## src/rtl/sb_path_sequencer.sv

```systemverilog
// sb_path_sequencer: path-level controller between the line decoder and the
// motor driver. Confirms nodes from the decoder's turn code and executes the
// next manoeuvre (straight/left/right/halt) from a loaded path list.
// Optional build macro: SB_SEQ_TIMEOUT_EN enables the TURN watchdog (-> FAULT).
module sb_path_sequencer #(
    parameter int unsigned DEPTH         = 16,
    parameter int unsigned NODE_DEBOUNCE = 4,
    parameter int unsigned CROSS_CYCLES  = 5_000_000,
    parameter int unsigned TURN_MIN      = 10_000_000,
    parameter int unsigned TURN_TIMEOUT  = 100_000_000
) (
    input  logic                     clk_50,
    input  logic                     rst_n,
    input  logic [2:0]               line_cmd,
    input  logic                     path_wr_valid,
    output logic                     path_wr_ready,
    input  logic [1:0]               path_wr_data,
    input  logic                     path_clear,
    input  logic                     start,
    input  logic                     abort,
    output logic [2:0]               motor_cmd,
    output logic                     busy,
    output logic                     done,
    output logic                     fault,
    output logic [7:0]               node_count,
    output logic [$clog2(DEPTH):0]   path_count
);

    localparam int unsigned AW     = $clog2(DEPTH);
    localparam int unsigned CW     = AW + 1;
    localparam int unsigned DW     = $clog2(NODE_DEBOUNCE + 1);
    localparam int unsigned TMAX_A = (CROSS_CYCLES > TURN_MIN) ? CROSS_CYCLES : TURN_MIN;
    localparam int unsigned TMAX   = (TMAX_A > TURN_TIMEOUT) ? TMAX_A : TURN_TIMEOUT;
    localparam int unsigned TW     = $clog2(TMAX + 1);

    localparam logic [DW-1:0] DEB_LIM   = DW'(NODE_DEBOUNCE);
    localparam logic [TW-1:0] CROSS_LIM = TW'(CROSS_CYCLES);
    localparam logic [TW-1:0] TURN_LIM  = TW'(TURN_MIN);
`ifdef SB_SEQ_TIMEOUT_EN
    localparam logic [TW-1:0] TOUT_LIM  = TW'(TURN_TIMEOUT);
`endif

    localparam logic [2:0] CMD_STOP  = 3'b000;
    localparam logic [2:0] CMD_FWD   = 3'b001;
    localparam logic [2:0] CMD_LEFT  = 3'b010;
    localparam logic [2:0] CMD_RIGHT = 3'b011;

    localparam logic [1:0] ENT_STRAIGHT = 2'b00;
    localparam logic [1:0] ENT_RIGHT    = 2'b10;
    localparam logic [1:0] ENT_HALT     = 2'b11;

    typedef enum logic [2:0] {
        S_IDLE, S_FOLLOW, S_CROSS, S_TURN, S_DONE, S_FAULT
    } state_t;

    state_t         state, state_nxt;
    logic [CW-1:0]  rd_ptr, rd_ptr_nxt;
    logic [CW-1:0]  path_count_nxt;
    logic [7:0]     node_count_nxt;
    logic [DW-1:0]  deb_cnt, deb_cnt_nxt;
    logic [TW-1:0]  tmr, tmr_nxt, tmr_inc;
    logic [1:0]     entry, entry_nxt;
    logic [1:0]     head;
    logic           line_fwd;
    logic           wr_fire;
    logic [2:0]     motor_nxt;
    logic           busy_nxt, done_nxt;
`ifdef SB_SEQ_TIMEOUT_EN
    logic           fault_nxt;
`endif

    logic [1:0] path_mem [DEPTH];

    assign path_wr_ready = (state == S_IDLE) && (path_count < CW'(DEPTH));
    assign wr_fire       = path_wr_valid && path_wr_ready && !path_clear;
    assign head          = path_mem[rd_ptr[AW-1:0]];
    // undefined decoder codes (1xx) count as forward, including for reacquisition
    assign line_fwd      = (line_cmd == CMD_FWD) || line_cmd[2];
    assign tmr_inc       = tmr + TW'(1);

    // path list storage; contents survive runs, path_count defines validity
    always_ff @(posedge clk_50) begin
        if (wr_fire) begin
            path_mem[path_count[AW-1:0]] <= path_wr_data;
        end
    end

    // state register plus registered outputs and datapath
    always_ff @(posedge clk_50 or negedge rst_n) begin
        if (!rst_n) begin
            state      <= S_IDLE;
            rd_ptr     <= '0;
            path_count <= '0;
            node_count <= '0;
            deb_cnt    <= '0;
            tmr        <= '0;
            entry      <= '0;
            motor_cmd  <= CMD_STOP;
            busy       <= 1'b0;
            done       <= 1'b0;
        end else begin
            state      <= state_nxt;
            rd_ptr     <= rd_ptr_nxt;
            path_count <= path_count_nxt;
            node_count <= node_count_nxt;
            deb_cnt    <= deb_cnt_nxt;
            tmr        <= tmr_nxt;
            entry      <= entry_nxt;
            motor_cmd  <= motor_nxt;
            busy       <= busy_nxt;
            done       <= done_nxt;
        end
    end

`ifdef SB_SEQ_TIMEOUT_EN
    // fault flag register (watchdog build only)
    always_ff @(posedge clk_50 or negedge rst_n) begin
        if (!rst_n) begin
            fault <= 1'b0;
        end else begin
            fault <= fault_nxt;
        end
    end
`else
    assign fault = 1'b0;
`endif

    // next-state and datapath updates; abort overrides every transition
    always_comb begin
        state_nxt      = state;
        rd_ptr_nxt     = rd_ptr;
        node_count_nxt = node_count;
        deb_cnt_nxt    = '0;
        tmr_nxt        = '0;
        entry_nxt      = entry;
        path_count_nxt = path_count;

        if (state == S_IDLE) begin
            if (path_clear) begin
                path_count_nxt = '0;
            end else if (wr_fire) begin
                path_count_nxt = path_count + CW'(1);
            end
        end

        case (state)
            S_IDLE, S_DONE: begin
                if (start && (path_count != '0)) begin
                    state_nxt      = S_FOLLOW;
                    rd_ptr_nxt     = '0;
                    node_count_nxt = '0;
                end
            end
            S_FOLLOW: begin
                if (line_cmd == CMD_STOP) begin
                    if (deb_cnt + DW'(1) == DEB_LIM) begin
                        // node confirmed: count it and dispatch on this same edge
                        if (node_count != 8'hFF) begin
                            node_count_nxt = node_count + 8'd1;
                        end
                        if ((rd_ptr == path_count) || (head == ENT_HALT)) begin
                            state_nxt = S_DONE;
                        end else begin
                            state_nxt  = S_CROSS;
                            rd_ptr_nxt = rd_ptr + CW'(1);
                            entry_nxt  = head;
                        end
                    end else begin
                        deb_cnt_nxt = deb_cnt + DW'(1);
                    end
                end
            end
            S_CROSS: begin
                if (tmr_inc == CROSS_LIM) begin
                    state_nxt = (entry == ENT_STRAIGHT) ? S_FOLLOW : S_TURN;
                end else begin
                    tmr_nxt = tmr_inc;
                end
            end
            S_TURN: begin
                if ((tmr_inc >= TURN_LIM) && line_fwd) begin
                    state_nxt = S_FOLLOW;
`ifdef SB_SEQ_TIMEOUT_EN
                end else if (tmr_inc >= TOUT_LIM) begin
                    state_nxt = S_FAULT;
                end else begin
                    tmr_nxt = tmr_inc;
                end
`else
                end else begin
                    // saturate once the minimum is met; TURN may wait indefinitely
                    tmr_nxt = (tmr_inc >= TURN_LIM) ? TURN_LIM : tmr_inc;
                end
`endif
            end
            default: begin
                state_nxt = state;
            end
        endcase

        if (abort) begin
            state_nxt      = S_IDLE;
            rd_ptr_nxt     = rd_ptr;
            node_count_nxt = node_count;
            deb_cnt_nxt    = '0;
            tmr_nxt        = '0;
            entry_nxt      = entry;
        end
    end

    // output decode from the upcoming state so outputs change with the state
    always_comb begin
        motor_nxt = CMD_STOP;
        busy_nxt  = 1'b0;
        done_nxt  = 1'b0;
`ifdef SB_SEQ_TIMEOUT_EN
        fault_nxt = 1'b0;
`endif
        case (state_nxt)
            S_FOLLOW: begin
                motor_nxt = ((line_cmd == CMD_LEFT) || (line_cmd == CMD_RIGHT)) ? line_cmd : CMD_FWD;
                busy_nxt  = 1'b1;
            end
            S_CROSS: begin
                motor_nxt = CMD_FWD;
                busy_nxt  = 1'b1;
            end
            S_TURN: begin
                motor_nxt = (entry_nxt == ENT_RIGHT) ? CMD_RIGHT : CMD_LEFT;
                busy_nxt  = 1'b1;
            end
            S_DONE: begin
                done_nxt = 1'b1;
            end
`ifdef SB_SEQ_TIMEOUT_EN
            S_FAULT: begin
                fault_nxt = 1'b1;
            end
`endif
            default: begin
                motor_nxt = CMD_STOP;
            end
        endcase
    end

endmodule

```

## config.mk

```make
export PLATFORM = sky130hd
export DESIGN_NAME = sb_path_sequencer
export DESIGN_NICKNAME = d
export VERILOG_FILES = /design/src/rtl/sb_path_sequencer.sv
export SDC_FILE = /design/constraint.sdc
export NUM_CORES = 1
export LEC_CHECK = 0
export ABC_AREA = 1
export ABC_CLOCK_PERIOD_IN_PS = 5300
export CORE_UTILIZATION = 50
export DETAILED_ROUTE_END_ITERATION = 10
export GPL_TIMING_DRIVEN = 0
export PLACE_DENSITY_LB_ADDON = 0.05
export REMOVE_ABC_BUFFERS = 1
export SETUP_SLACK_MARGIN = 0.2
export SYNTH_ARGS = -nofsm -noshare
export SYNTH_HDL_FRONTEND = slang
export SYNTH_SLANG_ARGS = --single-unit
```

## constraint.sdc

```tcl
create_clock -name clk_50 -period 5.3 [get_ports clk_50]
set_clock_uncertainty 0.15 [all_clocks]
set_input_delay 1.06 -clock clk_50 [delete_from_list [all_inputs] [get_ports clk_50]]
set_output_delay 1.06 -clock clk_50 [all_outputs]
set_load 0.005 [all_outputs]
```

==> reports/qor.txt <==
RSZ-0062 raised after global routing: no
Crit path buf inv count: 3
Ys Warns: 0
GP Congestion: 0.8891
Inserted Clock Buffers: 9
GRT Total Usage: 0.2340
CTS tree: built
Cell Int Power: 0.001078 W
Area delta synth->final: 11.57%
Sequential fraction of the synthesis area: 0.4675
Required time of the critical path: 5470 ps
Combinational power share: 0.220
Final setup TNS: 0 ps
Final worst path period share: 0.6497
DP HPWL: 8619 microns
Via count: 4371
# Post-CTS Setup Buffers: 0
Critical Path Source Type: input port
Die X: 103.6 microns
Outcome: complete, no violations
Commonest non-fill, non-tap cell in the layout: nand2_1
Total grt overflow: 0
Number of cell rows: 36
Worst hold path type: reg2reg
Slowest-stage cell, CP: clkdlybuf4s50_1
Pwr/cell area: 282.6 nW/um^2
Vias/cell: 5.235
Worst path arrival time: 3610 ps
Setup-failing EPs final: 0
Port Buf Inserts: 29
FILL cells: 925
DRT Wirelength: 11570 microns
Switching fraction of total power: 0.3376
Largest net degree at the start of global routing: 36
Share of cells above drive strength 1: 0.08547
Setup Crit Path Kind: in2reg
Max-cap violations: 0
Worst vdd ir: 0.1738 mV
Clock-pin slew on the worst setup and hold paths: 90 ps
Synthesized area: 5160 sq um
Hold_buf cts: 0
Initial DRC Count: 263
Pre-antenna DRT Iters: 5
DRC: 0
Gate Count Post-Synth: 665
Gate family responsible for the most delay along the worst path: simple AND/OR/NAND/NOR gates
Number of H-tree levels: 3
Switch Pwr: 0.0005494 W
Post-CTS resize count: 0
Die area: 10730 sq um
Number of synthesized flops with an enable pin: 32
Pins Over Slew Limit: 0
Core ar.: 9910 sq um
Ant. Diodes: 0
Avg Inst Size Synth: 7.759 sq um
Initial core utilization: 0.5207
Clock root cell: clkbuf_8
Max_slew headroom: 0.5294
F_max: 290.4 MHz
Final hold violations: 0
Initial antenna violation count: 0
Layout net count: 717
Clock group share of total power: 0.270
Top Ports: 31
Fin crit period: 3444 ps
Most frequent cells in the layout: 155 x nand2_1, 115 x nor2_1, 84 x inv_1, 58 x dfrtp_1, 41 x nand3_1
Main synth FF type: dfrtp_1
Wire length per cell: 13.86 microns
Crit end category: flip-flop
Clock buffer depth: 2
First-pass GRT wire length: 19980 microns
Seq cells post-synth: 90
Clock Sinks: 90
Hold_ws: 339.1 ps
Worst Tran Pin Value: 703.3 ps
Crit path cell chain: clkdlybuf4s50_1, nor3_1, nor2_1, nor3_1, and3_1, inv_1, nor2_1, nand3_1, inv_1, nand2_1, a21oi_1, o21a_1
Largest fanout on the critical path: 5
Worst skew pair latency: 380 ps
Remaining antenna violation count after routing: 0
Sequential fraction of design power: 0.510
Slowest stage delay, CP: 440 ps
Asr flop ratio synth: 0.6444
Leak: 2.506 nW
Yosys cell types: 42
Vias in the first global route: 4266
Die height: 103.6 microns
==> routing by layer <==
layer	vias to the layer above	wire, microns	share of wire	track usage
li1	2210	-	-	-
met1	2056	5393	0.47	0.3156
met2	88	5514	0.48	0.3677
met3	17	462	0.040	0.05790
met4	0	201	0.017	0.08178
met5	-	0	0	0
==> final cells by class <==
| type | instances | area [sq um] | share of cell area |
|---|---|---|---|
| Clock buffer | 10 | 127.6 | 0.02217 |
| Clock inverter | 6 | 48.80 | 0.008476 |
| Inverter | 92 | 349.1 | 0.06064 |
| Multi-Input combinational cell | 474 | 2347 | 0.4077 |
| Sequential cell | 90 | 2412 | 0.4190 |
| Tap cell | 133 | 166.4 | 0.02891 |
| Timing Repair Buffer | 30 | 305.3 | 0.05303 |
==> state kept, by name (all words and copies together), names as in the netlist <==
name / cells
path_mem: 32
tmr: 27
node_count: 8
path_count: 5
rd_ptr: 5
deb_cnt: 3
motor_cmd: 3
state: 3
entry: 2
busy: 1
done: 1
==> worst register-to-register path, cell delays in order (launching register included) <==
cell and delay (ps):
dfrtp_1 390, ha_1 220, nand2_1 120, nor2_4 160, nand2_2 120, xor2_1 220, inv_1 110, a211oi_1 420
nand3_4 140, nand3_4 190, inv_4 50, o21ai_4 550, a21oi_1 120
==> path summary, 6_finish.rpt <==
| path | startpoint | to | slack, ps | depth (start not counted) |
|---|---|---|---|---|
| setup / recovery | line_cmd[0] | node_count[7] | 1860 | 12 |
| hold / removal | deb_cnt[0] | deb_cnt[0] | 340 | 1 |
| setup reg to reg | tmr[0] | tmr[14] | 2200 | 12 |
| min in group asynchronous | rst_n | rd_ptr[1] | 510 | 1 |
| hold reg to reg | deb_cnt[0] | deb_cnt[0] | 340 | 1 |
| max in group asynchronous | rst_n | tmr[10] | 3890 | 2 |
==> cell families after synthesis <==
group | after synthesis | share of synthesized area
and+or+nand+nor | 372 | 0.3186
buffers and inverters | 102 | 0.07832
DFF | 90 | 0.4675
AOI/OAI and AO/OA | 80 | 0.09433
xor gates and xnor gates | 11 | 0.01867
adders and majority gates | 9 | 0.02182
other | 1 | 0.0007268
==> Yosys cell counts (3+ instances only) <==
| master | count | area [sq um] |
|---|---|---|
| clkbuf_1 | 5 | 18.77 |
| nor2_2 | 19 | 118.9 |
| nand2_2 | 8 | 50.05 |
| nand3_1 | 41 | 205.2 |
| xor2_1 | 8 | 70.07 |
| a21oi_1 | 17 | 85.08 |
| edfxtp_1 | 32 | 960.9 |
| nand2_1 | 155 | 581.8 |
| nand3_2 | 4 | 40.04 |
| nor2_4 | 3 | 33.78 |
| inv_2 | 4 | 15.01 |
| nand3b_1 | 3 | 22.52 |
| o21ai_0 | 29 | 145.1 |
| inv_1 | 84 | 315.3 |
| o22ai_1 | 6 | 37.54 |
| dfrtp_1 | 58 | 1451 |
| o211ai_1 | 17 | 127.6 |
| xnor2_1 | 3 | 26.28 |
| nor3_1 | 12 | 60.06 |
| o21bai_1 | 3 | 22.52 |
| ha_1 | 9 | 112.6 |
| nand4_1 | 5 | 31.28 |
| nor2_1 | 115 | 431.7 |
==> stage by stage <==
stage                     area, sq um  std cells  total power [W]  setup WS [ps]  utilization
final                            5757        835         0.001627           1856       0.5809
after global routing             5757        835         0.001731           1661       0.5809
after CTS                        5757        835         0.001641           1834       0.5809
after detailed placement         5580        819         0.001202           1435       0.5631
after global placement           5565        818         0.001194           1107       0.5616
after floorplan                  5109        656         0.001049           2493            -
==> power groups by stage <==
stage | Sequential, W | Clock, W | Combinational [W]
after CTS | 0.000830 | 0.000452 | 0.000360
final | 0.000830 | 0.000440 | 0.000357
after floorplan | 0.000823 | 0 | 0.000226
after global placement | 0.000842 | 0 | 0.000353
after global routing | 0.000841 | 0.000480 | 0.000409
after detailed placement | 0.000844 | 0 | 0.000358
(Power assumes the default switching activity.)
